[config.mk]
export PLATFORM = sky130hd
export DESIGN_NAME = multicycle_controller_flat
export DESIGN_NICKNAME = d
export VERILOG_FILES = /design/src/rtl/multicycle_controller_pkg.sv /design/src/rtl/multicycle_controller_if.sv /design/src/rtl/multicycle_controller_alu_decoder.sv /design/src/rtl/multicycle_controller.sv /design/src/flat_wrapper.sv
export SDC_FILE = /design/constraint.sdc
export NUM_CORES = 1
export LEC_CHECK = 0
export CORE_MARGIN = 1.5
export CORE_UTILIZATION = 37
export DETAILED_ROUTE_END_ITERATION = 10
export MAX_ROUTING_LAYER = met4
export PLACE_DENSITY_LB_ADDON = 0.3
export SKIP_CTS_REPAIR_TIMING = 1
export SYNTH_ARGS = -nofsm -noshare
export SYNTH_HDL_FRONTEND = slang
export SYNTH_HIERARCHICAL = 1
export SYNTH_SLANG_ARGS = --single-unit
[constraint.sdc]
create_clock -name clk -period 2.4 [get_ports clk]
set_clock_uncertainty 0.15 [all_clocks]
set_input_delay 0.48 -clock clk [delete_from_list [all_inputs] [get_ports clk]]
set_output_delay 0.48 -clock clk [all_outputs]
set_load 0.01 [all_outputs]
[src/rtl/multicycle_controller_pkg.sv]
// multicycle_controller_pkg: opcodes, funct codes, state encoding and ALU codes shared by the controller.
package multicycle_controller_pkg;
  localparam logic [5:0] OP_LW    = 6'b100011;
  localparam logic [5:0] OP_SW    = 6'b101011;
  localparam logic [5:0] OP_RTYPE = 6'b000000;
  localparam logic [5:0] OP_BEQ   = 6'b000100;
  localparam logic [5:0] OP_ADDI  = 6'b001000;
  localparam logic [5:0] OP_J     = 6'b000010;
  localparam logic [5:0] F_ADD = 6'b100000;
  localparam logic [5:0] F_SUB = 6'b100010;
  localparam logic [5:0] F_AND = 6'b100100;
  localparam logic [5:0] F_OR  = 6'b100101;
  localparam logic [5:0] F_SLT = 6'b101010;
  localparam logic [2:0] ALU_ADD = 3'b010;
  localparam logic [2:0] ALU_SUB = 3'b110;
  localparam logic [2:0] ALU_AND = 3'b000;
  localparam logic [2:0] ALU_OR  = 3'b001;
  localparam logic [2:0] ALU_SLT = 3'b111;
  typedef enum logic [1:0] {
    ALUOP_ADD   = 2'b00,
    ALUOP_SUB   = 2'b01,
    ALUOP_FUNCT = 2'b10
  } aluop_t;
  typedef enum logic [3:0] {
    S_FETCH, S_DECODE, S_MEMADR, S_MEMRD, S_MEMWB, S_MEMWR,
    S_EXECUTE, S_ALUWB, S_BRANCH, S_ADDIEX, S_ADDIWB, S_JUMP
  } state_t;
endpackage

[src/rtl/multicycle_controller_if.sv]
// multicycle_controller_if: instruction fields in, datapath enables and mux selects out.
interface multicycle_controller_if;
  logic [5:0] op;
  logic [5:0] funct;
  logic       zero;
  logic       pcen;
  logic       memwrite;
  logic       irwrite;
  logic       regwrite;
  logic       iord;
  logic       alusrca;
  logic       regdst;
  logic       memtoreg;
  logic [1:0] alusrcb;
  logic [1:0] pcsrc;
  logic [2:0] alucontrol;
  logic       illegal_op;
  modport master (
    input  op, funct, zero,
    output pcen, memwrite, irwrite, regwrite, iord, alusrca, regdst, memtoreg,
           alusrcb, pcsrc, alucontrol, illegal_op
  );
  modport slave (
    output op, funct, zero,
    input  pcen, memwrite, irwrite, regwrite, iord, alusrca, regdst, memtoreg,
           alusrcb, pcsrc, alucontrol, illegal_op
  );
endinterface

[src/rtl/multicycle_controller_alu_decoder.sv]
// alu_decoder: maps aluop and R-type funct to the ALU operation code.
module alu_decoder
  import multicycle_controller_pkg::*;
(
  input  aluop_t     i_aluop,
  input  logic [5:0] i_funct,
  output logic [2:0] o_alucontrol
);
  logic [2:0] w_fn;
  assign w_fn = (i_funct == F_ADD) ? ALU_ADD :
                (i_funct == F_SUB) ? ALU_SUB :
                (i_funct == F_AND) ? ALU_AND :
                (i_funct == F_OR)  ? ALU_OR  :
                (i_funct == F_SLT) ? ALU_SLT : ALU_ADD;
  assign o_alucontrol = (i_aluop == ALUOP_SUB)   ? ALU_SUB :
                        (i_aluop == ALUOP_FUNCT) ? w_fn    : ALU_ADD;
endmodule

[src/rtl/multicycle_controller.sv]
// multicycle_controller: Moore FSM sequencing a multicycle MIPS datapath, one state per cycle.
module multicycle_controller
  import multicycle_controller_pkg::*;
(
  input logic clk,
  input logic rst,
  multicycle_controller_if.master bus
);
  state_t r_state, w_next;
  aluop_t w_aluop;
  logic   w_pcwrite, w_branch, w_irwrite, w_memwrite, w_regwrite, w_illegal;
  always_ff @(posedge clk or negedge rst)
    if (!rst) r_state <= S_FETCH;
    else      r_state <= w_next;
  always_comb begin
    w_next       = S_FETCH;
    w_aluop      = ALUOP_ADD;
    w_pcwrite    = 1'b0;
    w_branch     = 1'b0;
    w_irwrite    = 1'b0;
    w_memwrite   = 1'b0;
    w_regwrite   = 1'b0;
    w_illegal    = 1'b0;
    bus.iord     = 1'b0;
    bus.alusrca  = 1'b0;
    bus.regdst   = 1'b0;
    bus.memtoreg = 1'b0;
    bus.alusrcb  = 2'b00;
    bus.pcsrc    = 2'b00;
    case (r_state)
      S_FETCH: begin
        w_next      = S_DECODE;
        w_irwrite   = 1'b1;
        w_pcwrite   = 1'b1;
        bus.alusrcb = 2'b01;
      end
      S_DECODE: begin
        bus.alusrcb = 2'b11;
        w_next = (bus.op == OP_LW || bus.op == OP_SW) ? S_MEMADR  :
                 (bus.op == OP_RTYPE)                 ? S_EXECUTE :
                 (bus.op == OP_BEQ)                   ? S_BRANCH  :
                 (bus.op == OP_ADDI)                  ? S_ADDIEX  :
                 (bus.op == OP_J)                     ? S_JUMP    : S_FETCH;
        w_illegal = (w_next == S_FETCH);
      end
      S_MEMADR: begin
        bus.alusrca = 1'b1;
        bus.alusrcb = 2'b10;
        w_next      = (bus.op == OP_SW) ? S_MEMWR : S_MEMRD;
      end
      S_MEMRD: begin
        bus.iord = 1'b1;
        w_next   = S_MEMWB;
      end
      S_MEMWB: begin
        bus.memtoreg = 1'b1;
        w_regwrite   = 1'b1;
      end
      S_MEMWR: begin
        bus.iord   = 1'b1;
        w_memwrite = 1'b1;
      end
      S_EXECUTE: begin
        bus.alusrca = 1'b1;
        w_aluop     = ALUOP_FUNCT;
        w_next      = S_ALUWB;
      end
      S_ALUWB: begin
        bus.regdst = 1'b1;
        w_regwrite = 1'b1;
      end
      S_BRANCH: begin
        bus.alusrca = 1'b1;
        bus.pcsrc   = 2'b01;
        w_aluop     = ALUOP_SUB;
        w_branch    = 1'b1;
      end
      S_ADDIEX: begin
        bus.alusrca = 1'b1;
        bus.alusrcb = 2'b10;
        w_next      = S_ADDIWB;
      end
      S_ADDIWB: w_regwrite = 1'b1;
      S_JUMP: begin
        bus.pcsrc = 2'b10;
        w_pcwrite = 1'b1;
      end
      default: w_next = S_FETCH;
    endcase
  end
  // Enables are masked by rst so FETCH's writes stay quiet while reset holds the state there.
  assign bus.pcen       = rst & (w_pcwrite | (w_branch & bus.zero));
  assign bus.irwrite    = rst & w_irwrite;
  assign bus.memwrite   = rst & w_memwrite;
  assign bus.regwrite   = rst & w_regwrite;
  assign bus.illegal_op = rst & w_illegal;
  alu_decoder u_alu_decoder (
    .i_aluop      (w_aluop),
    .i_funct      (bus.funct),
    .o_alucontrol (bus.alucontrol)
  );
endmodule

[src/flat_wrapper.sv]
// flat-port wrapper written by rule: the top's interface ports become plain ports
module multicycle_controller_flat import multicycle_controller_pkg::*;
  (clk, rst, bus_op, bus_funct, bus_zero, bus_pcen, bus_memwrite, bus_irwrite, bus_regwrite, bus_iord, bus_alusrca, bus_regdst, bus_memtoreg, bus_alusrcb, bus_pcsrc, bus_alucontrol, bus_illegal_op);
  multicycle_controller_if bus_i ();
  input logic clk;
  input logic rst;
  input wire logic [$bits(bus_i.op)-1:0] bus_op;
  input wire logic [$bits(bus_i.funct)-1:0] bus_funct;
  input wire logic [$bits(bus_i.zero)-1:0] bus_zero;
  output wire logic [$bits(bus_i.pcen)-1:0] bus_pcen;
  output wire logic [$bits(bus_i.memwrite)-1:0] bus_memwrite;
  output wire logic [$bits(bus_i.irwrite)-1:0] bus_irwrite;
  output wire logic [$bits(bus_i.regwrite)-1:0] bus_regwrite;
  output wire logic [$bits(bus_i.iord)-1:0] bus_iord;
  output wire logic [$bits(bus_i.alusrca)-1:0] bus_alusrca;
  output wire logic [$bits(bus_i.regdst)-1:0] bus_regdst;
  output wire logic [$bits(bus_i.memtoreg)-1:0] bus_memtoreg;
  output wire logic [$bits(bus_i.alusrcb)-1:0] bus_alusrcb;
  output wire logic [$bits(bus_i.pcsrc)-1:0] bus_pcsrc;
  output wire logic [$bits(bus_i.alucontrol)-1:0] bus_alucontrol;
  output wire logic [$bits(bus_i.illegal_op)-1:0] bus_illegal_op;
  assign bus_i.op = bus_op;
  assign bus_i.funct = bus_funct;
  assign bus_i.zero = bus_zero;
  assign bus_pcen = bus_i.pcen;
  assign bus_memwrite = bus_i.memwrite;
  assign bus_irwrite = bus_i.irwrite;
  assign bus_regwrite = bus_i.regwrite;
  assign bus_iord = bus_i.iord;
  assign bus_alusrca = bus_i.alusrca;
  assign bus_regdst = bus_i.regdst;
  assign bus_memtoreg = bus_i.memtoreg;
  assign bus_alusrcb = bus_i.alusrcb;
  assign bus_pcsrc = bus_i.pcsrc;
  assign bus_alucontrol = bus_i.alucontrol;
  assign bus_illegal_op = bus_i.illegal_op;
  multicycle_controller u_core (.clk(clk), .rst(rst), .bus(bus_i));
endmodule
======== Word level (Yosys, flattened, before mapping) ========
Cells that the tools add are included.
word-level totals
  memories kept ........................... 0
  bits in writable memories ............... 0
  bits in latches ......................... 0
  bits of input ports ..................... 15
  flip-flop bits (word level) ............. 4
  ROM bits ................................ 0
cells by class
  $lt $le $gt $ge ......................... 0
  multiplexer cells ....................... 27
  div/mod/pow operators ................... 0
  bitwise operators ....................... 7
  multipliers ............................. 0
  shift-type cells ........................ 0
  reductions and logical operators ........ 9
  eq/ne operators ......................... 23
  add/sub/neg operators ................... 0
operator list
  kind                                           number
  == test 6 bit, second input constant           7
  2-to-1 mux 3 bit                               8
  case mux 4 bit (6 select lines)                1
  2-to-1 mux 4 bit                               5
  == test 4 x 3 -> 1 bit, second input constant  4
  == test 4 bit, second input constant           4
  2-to-1 mux 1 bit                               10
  == test 4 x 2 -> 1 bit, second input constant  2
  zero test 4 bit                                2
  case mux 2 bit (2 select lines)                2
  bitwise AND 1 bit                              6
  == test 6 x 2 -> 1 bit, second input constant  1
  == test 6 x 3 -> 1 bit, second input constant  1
  == test 6 x 4 -> 1 bit, second input constant  1
  zero test 6 bit                                1
  case mux 2 bit (3 select lines)                1
  OR reduction 2 bit                             3
  == test 4 x 1 -> 1 bit, second input constant  1
  OR reduction 4 bit                             1
  OR reduction 3 bit                             1
  == test 2 x 1 -> 1 bit, second input constant  1
  == test 2 bit, second input constant           1
  logical OR 1 bit                               1
  bitwise OR 1 bit                               1

======== Depth between registers and ports, before layout ========
  depth in word-level cells ............... 9
  mapped depth ............................ 6
  mapped depth without buffers ............ 5

======== Cells and area by module ========
The synthesis kept the hierarchy.
by module, submodules not included
  module                 cells each  area each (µm²)  times used
  multicycle_controller  67          475.5            1
  alu_decoder            9           71.3             1

======== Least setup slack after synthesis ========
Ideal clock, no wire load.
  kind .................................... register -> output
  start ................................... register u_core.r_state[3]
  end ..................................... output port bus_alucontrol[2]
  required time ........................... 1.770 ns
  path slack .............................. 0.402 ns
  arrival time ............................ 1.368 ns
  cell stages (with the launch flop) ...... 6
  cells stage by stage .................... dfrtp_1 clkbuf_1 nand2_1 nor3_1 and4bb_1 a32o_1
on the way
  longest elaborated chain between the ends .. 5
  elaborated cells on any way between the ends .. 7
  those cells by class .................... eq/ne: 4; mux: 3
ends and longest elaborated chain
  item                                                            RTL line                                 text
  start: declaration                                              multicycle_controller.sv:9               state_t r_state, w_next;
  start signal: assignment                                        multicycle_controller.sv:14              else r_state <= w_next;
  == test 4 bit / == test 4 x 3 -> 1 bit (equally long branches)  multicycle_controller.sv:30              case (r_state)
  case mux 2 bit (2 select lines) *                               multicycle_controller.sv:30
  net u_core.w_aluop[0]                                           multicycle_controller.sv:10              aluop_t w_aluop;
  == test 2 bit                                                   multicycle_controller_alu_decoder.sv:16  (i_aluop == ALUOP_FUNCT) ? w_fn : ALU_ADD;
  2-to-1 mux 3 bit                                                multicycle_controller_alu_decoder.sv:16
  2-to-1 mux 3 bit *                                              multicycle_controller_alu_decoder.sv:15  assign o_alucontrol = (i_aluop == ALUOP_SUB) ? ALU_SUB :
  end: declaration                                                flat_wrapper.sv:20                       output wire logic [$bits(bus_i.alucontrol)-1:0] bus_alucontrol;
The timed path passes the listed nets; every way through them passes the cells marked *.

======== Final worst setup path ========
  start ................................... input port rst
  end ..................................... output port bus_irwrite
on the way
  longest elaborated chain between the ends .. 1
ends and longest elaborated chain
  item                RTL line                     text
  start: declaration  flat_wrapper.sv:6            input logic rst;
  bitwise AND 1 bit   multicycle_controller.sv:93  assign bus.irwrite = rst & w_irwrite;
  end: declaration    flat_wrapper.sv:12           output wire logic [$bits(bus_i.irwrite)-1:0] bus_irwrite;
No other way between the ends.

==> qor.yml <==
outcome:
  status: "finished, violations left"
  violations: "negative setup slack"
logic_synthesis:
  synth_edf_count: 0
  yosys.cell_types.count: 34
  syn_inst: 76
  yosysWarningCount: 6
  syn_area_um2: 547
  synth-seq-cells: 4
  synthArstFlopShare: 1.00
  ys.flop_type: "dfrtp_1"
  syn_area_per_cell_um2: 7.19
  ys_seq_area_frac: 0.183
  synth_nets: 91
routing:
  vias_per_cell: 5.55
  met1Wirelength_um: 770
  drt.antenna.violating_nets: 0
  dr.pass1.iters: 4
  drcViolationCount: 0
  wl_per_cell_um: 13.7
  routed.top_layer: "met4"
  dr_wl_met2_um: 1010
  num_vias: 761
  drtIter0Drc: 19
  route.met3.wl_um: 77
  wl_um: 1880
power:
  leakage_nw: 0.566
  power_uw: 733
  ir_worst_vdd_uv: 598
  power_density_nw_per_um2: 694
die:
  initial_utilization: 0.410
  dieArea_um2: 1720
  core-area_um2: 1330
  rows: 13
  die_width_um: 41.4
  die_height_um: 41.4
  io_pins: 31
timing:
  finalSetupViolations: 1
  fin_crit_sh: 1.02
  final_max_slew_viol_count: 0
  rsz0062_at_grt: "true"
  fmax_mhz: 408
  finalWorstSetupSlack_ns: -0.0528
  max-slew-margin-rel: 0.761
  fin_hold_ws_ns: 0.394
  fin_setup_tns_ns: -0.0528
  tightest_slew_ns: 0.355
  hold_violations: 0
  fin_crit_ns: 2.45
global_route:
  grt_pass1_vias: 728
  grt_max_degree: 12
  grt_pass1_wl_um: 3060
  grt.overflow.total: 0
  grt_usage: 0.224
  antenna_found_initial: 0
critical_path:
  critical_path_peak_fanout: 3
  rr_worst_depth: 4
  critPathKind: "in -> out"
  worst_setup_path_start_kind: "input pin"
  rr_endpoint: "u_core/r_state[1]"
  cp.required_ns: 1.77
  endpoint_kind: "output pin"
  timing.rr.start: "u_core/r_state[1]"
  r2r_slack_ns: 0.75
  crit_arrival_ns: 1.82
finish:
  instances_no_fill: 137
  diodes: 0
  post-route-util: 0.792
  final_common_cell: "clkdlybuf4s50_1"
  synthToLayoutAreaGrowth_pct: 93.1
  largest_reg_flops: 4
  layout_common_cells: "clkdlybuf4s50_1, buf_4, dlymetal6s2s_1, nor2_1, inv_1"
  top_register: "u_core/r_state"
  final_cell_area_um2: 1060
  reg.largest.list: "u_core/r_state x4"
  drive_gt1_frac: 0.254
  fin_nets: 139
clock_tree:
  htree_num_levels: 1
  cts_num_sinks: 4
  cts_tree: "done"
  cts_made_buffers: 3
  clock_path_buffers: 2
  clock_latency_ns: 0.24
  clk_pin_slew_ns: 0.04
  root_buffer: "clkbuf_4"
place:
  pre_cts_slack_ns: -0.258
  dpl.hpwl_um: 1420
  port_buffers: 30
  dpl_cell_area_um2: 978
  placed_cells: 134
  routabilityCongestion: 0.858
flow_run:
  maxCapViolations: 0
worst_hold_path:
  hold_path_class: "in -> async"
-- worst max path at each step --
stage,from,to,cells past startpoint
2_1_floorplan,u_core/r_state[3],bus_alucontrol[2],5
3_3_place_gp,bus_op[5],bus_illegal_op,4
3_5_place_dp,bus_op[5],bus_illegal_op,4
4_1_cts,bus_op[5],bus_illegal_op,4
5_1_grt,rst,bus_irwrite,4
6_report,rst,bus_irwrite,4
-- worst max-delay path: stages --
cell	delay, ns
clkdlybuf4s50_1	0.48
nand2b_1	0.11
nor4_2	0.17
clkdlybuf4s50_1	0.58
-- cell usage after synthesis, drive strengths merged, types with 2 or more instances --
| cell | number | area, µm² |
|---|---|---|
| or3b | 2 | 17.5 |
| dfrtp | 4 | 100 |
| nand2b | 2 | 12.5 |
| a21oi | 3 | 15.0 |
| nor4 | 2 | 12.5 |
| clkbuf | 2 | 7.51 |
| nor3 | 7 | 35.0 |
| inv | 6 | 22.5 |
| nor2 | 7 | 26.3 |
| xor2 | 3 | 26.3 |
| o21ai | 6 | 30.0 |
| nand3 | 4 | 20.0 |
| and3 | 2 | 12.5 |
| nand2 | 3 | 11.3 |
| and4bb | 4 | 50.0 |
| buf | 4 | 22.5 |
-- power breakdown --
part           switching (mW)  internal, mW  leakage, nW
Clock                  0.0288        0.0560       0.0138
Sequential             0.0405        0.0917       0.0504
Combinational           0.239         0.277        0.502
-- area by class of cell --
cell class | count | area (µm²)
clock buffers | 3 | 22.5
flip-flops and latches | 4 | 103
inverters | 6 | 22.5
repair buffers | 49 | 472
fillers | 108 | 278
multi-input cells | 60 | 418
well taps | 15 | 18.8
-- layer usage --
metal / up-vias / global-route usage
met5: - / -
met1: 352 / 0.235
met2: 27 / 0.422
met4: 0 / 0.0710
met3: 3 / 0.0348
li1: 379 / -
-- kinds of logic after synthesis --
group / count (synthesis) / synth area share
AO/OA/AOI/OAI: 19 / 0.240
XOR/XNOR: 3 / 0.0481
adder cells (fa/ha/maj): 1 / 0.0183
buffers and inverters: 12 / 0.0961
flip-flops: 4 / 0.183
AND/OR/NAND/NOR: 37 / 0.414
No activity file was read; power rests on OpenSTA's default activity.
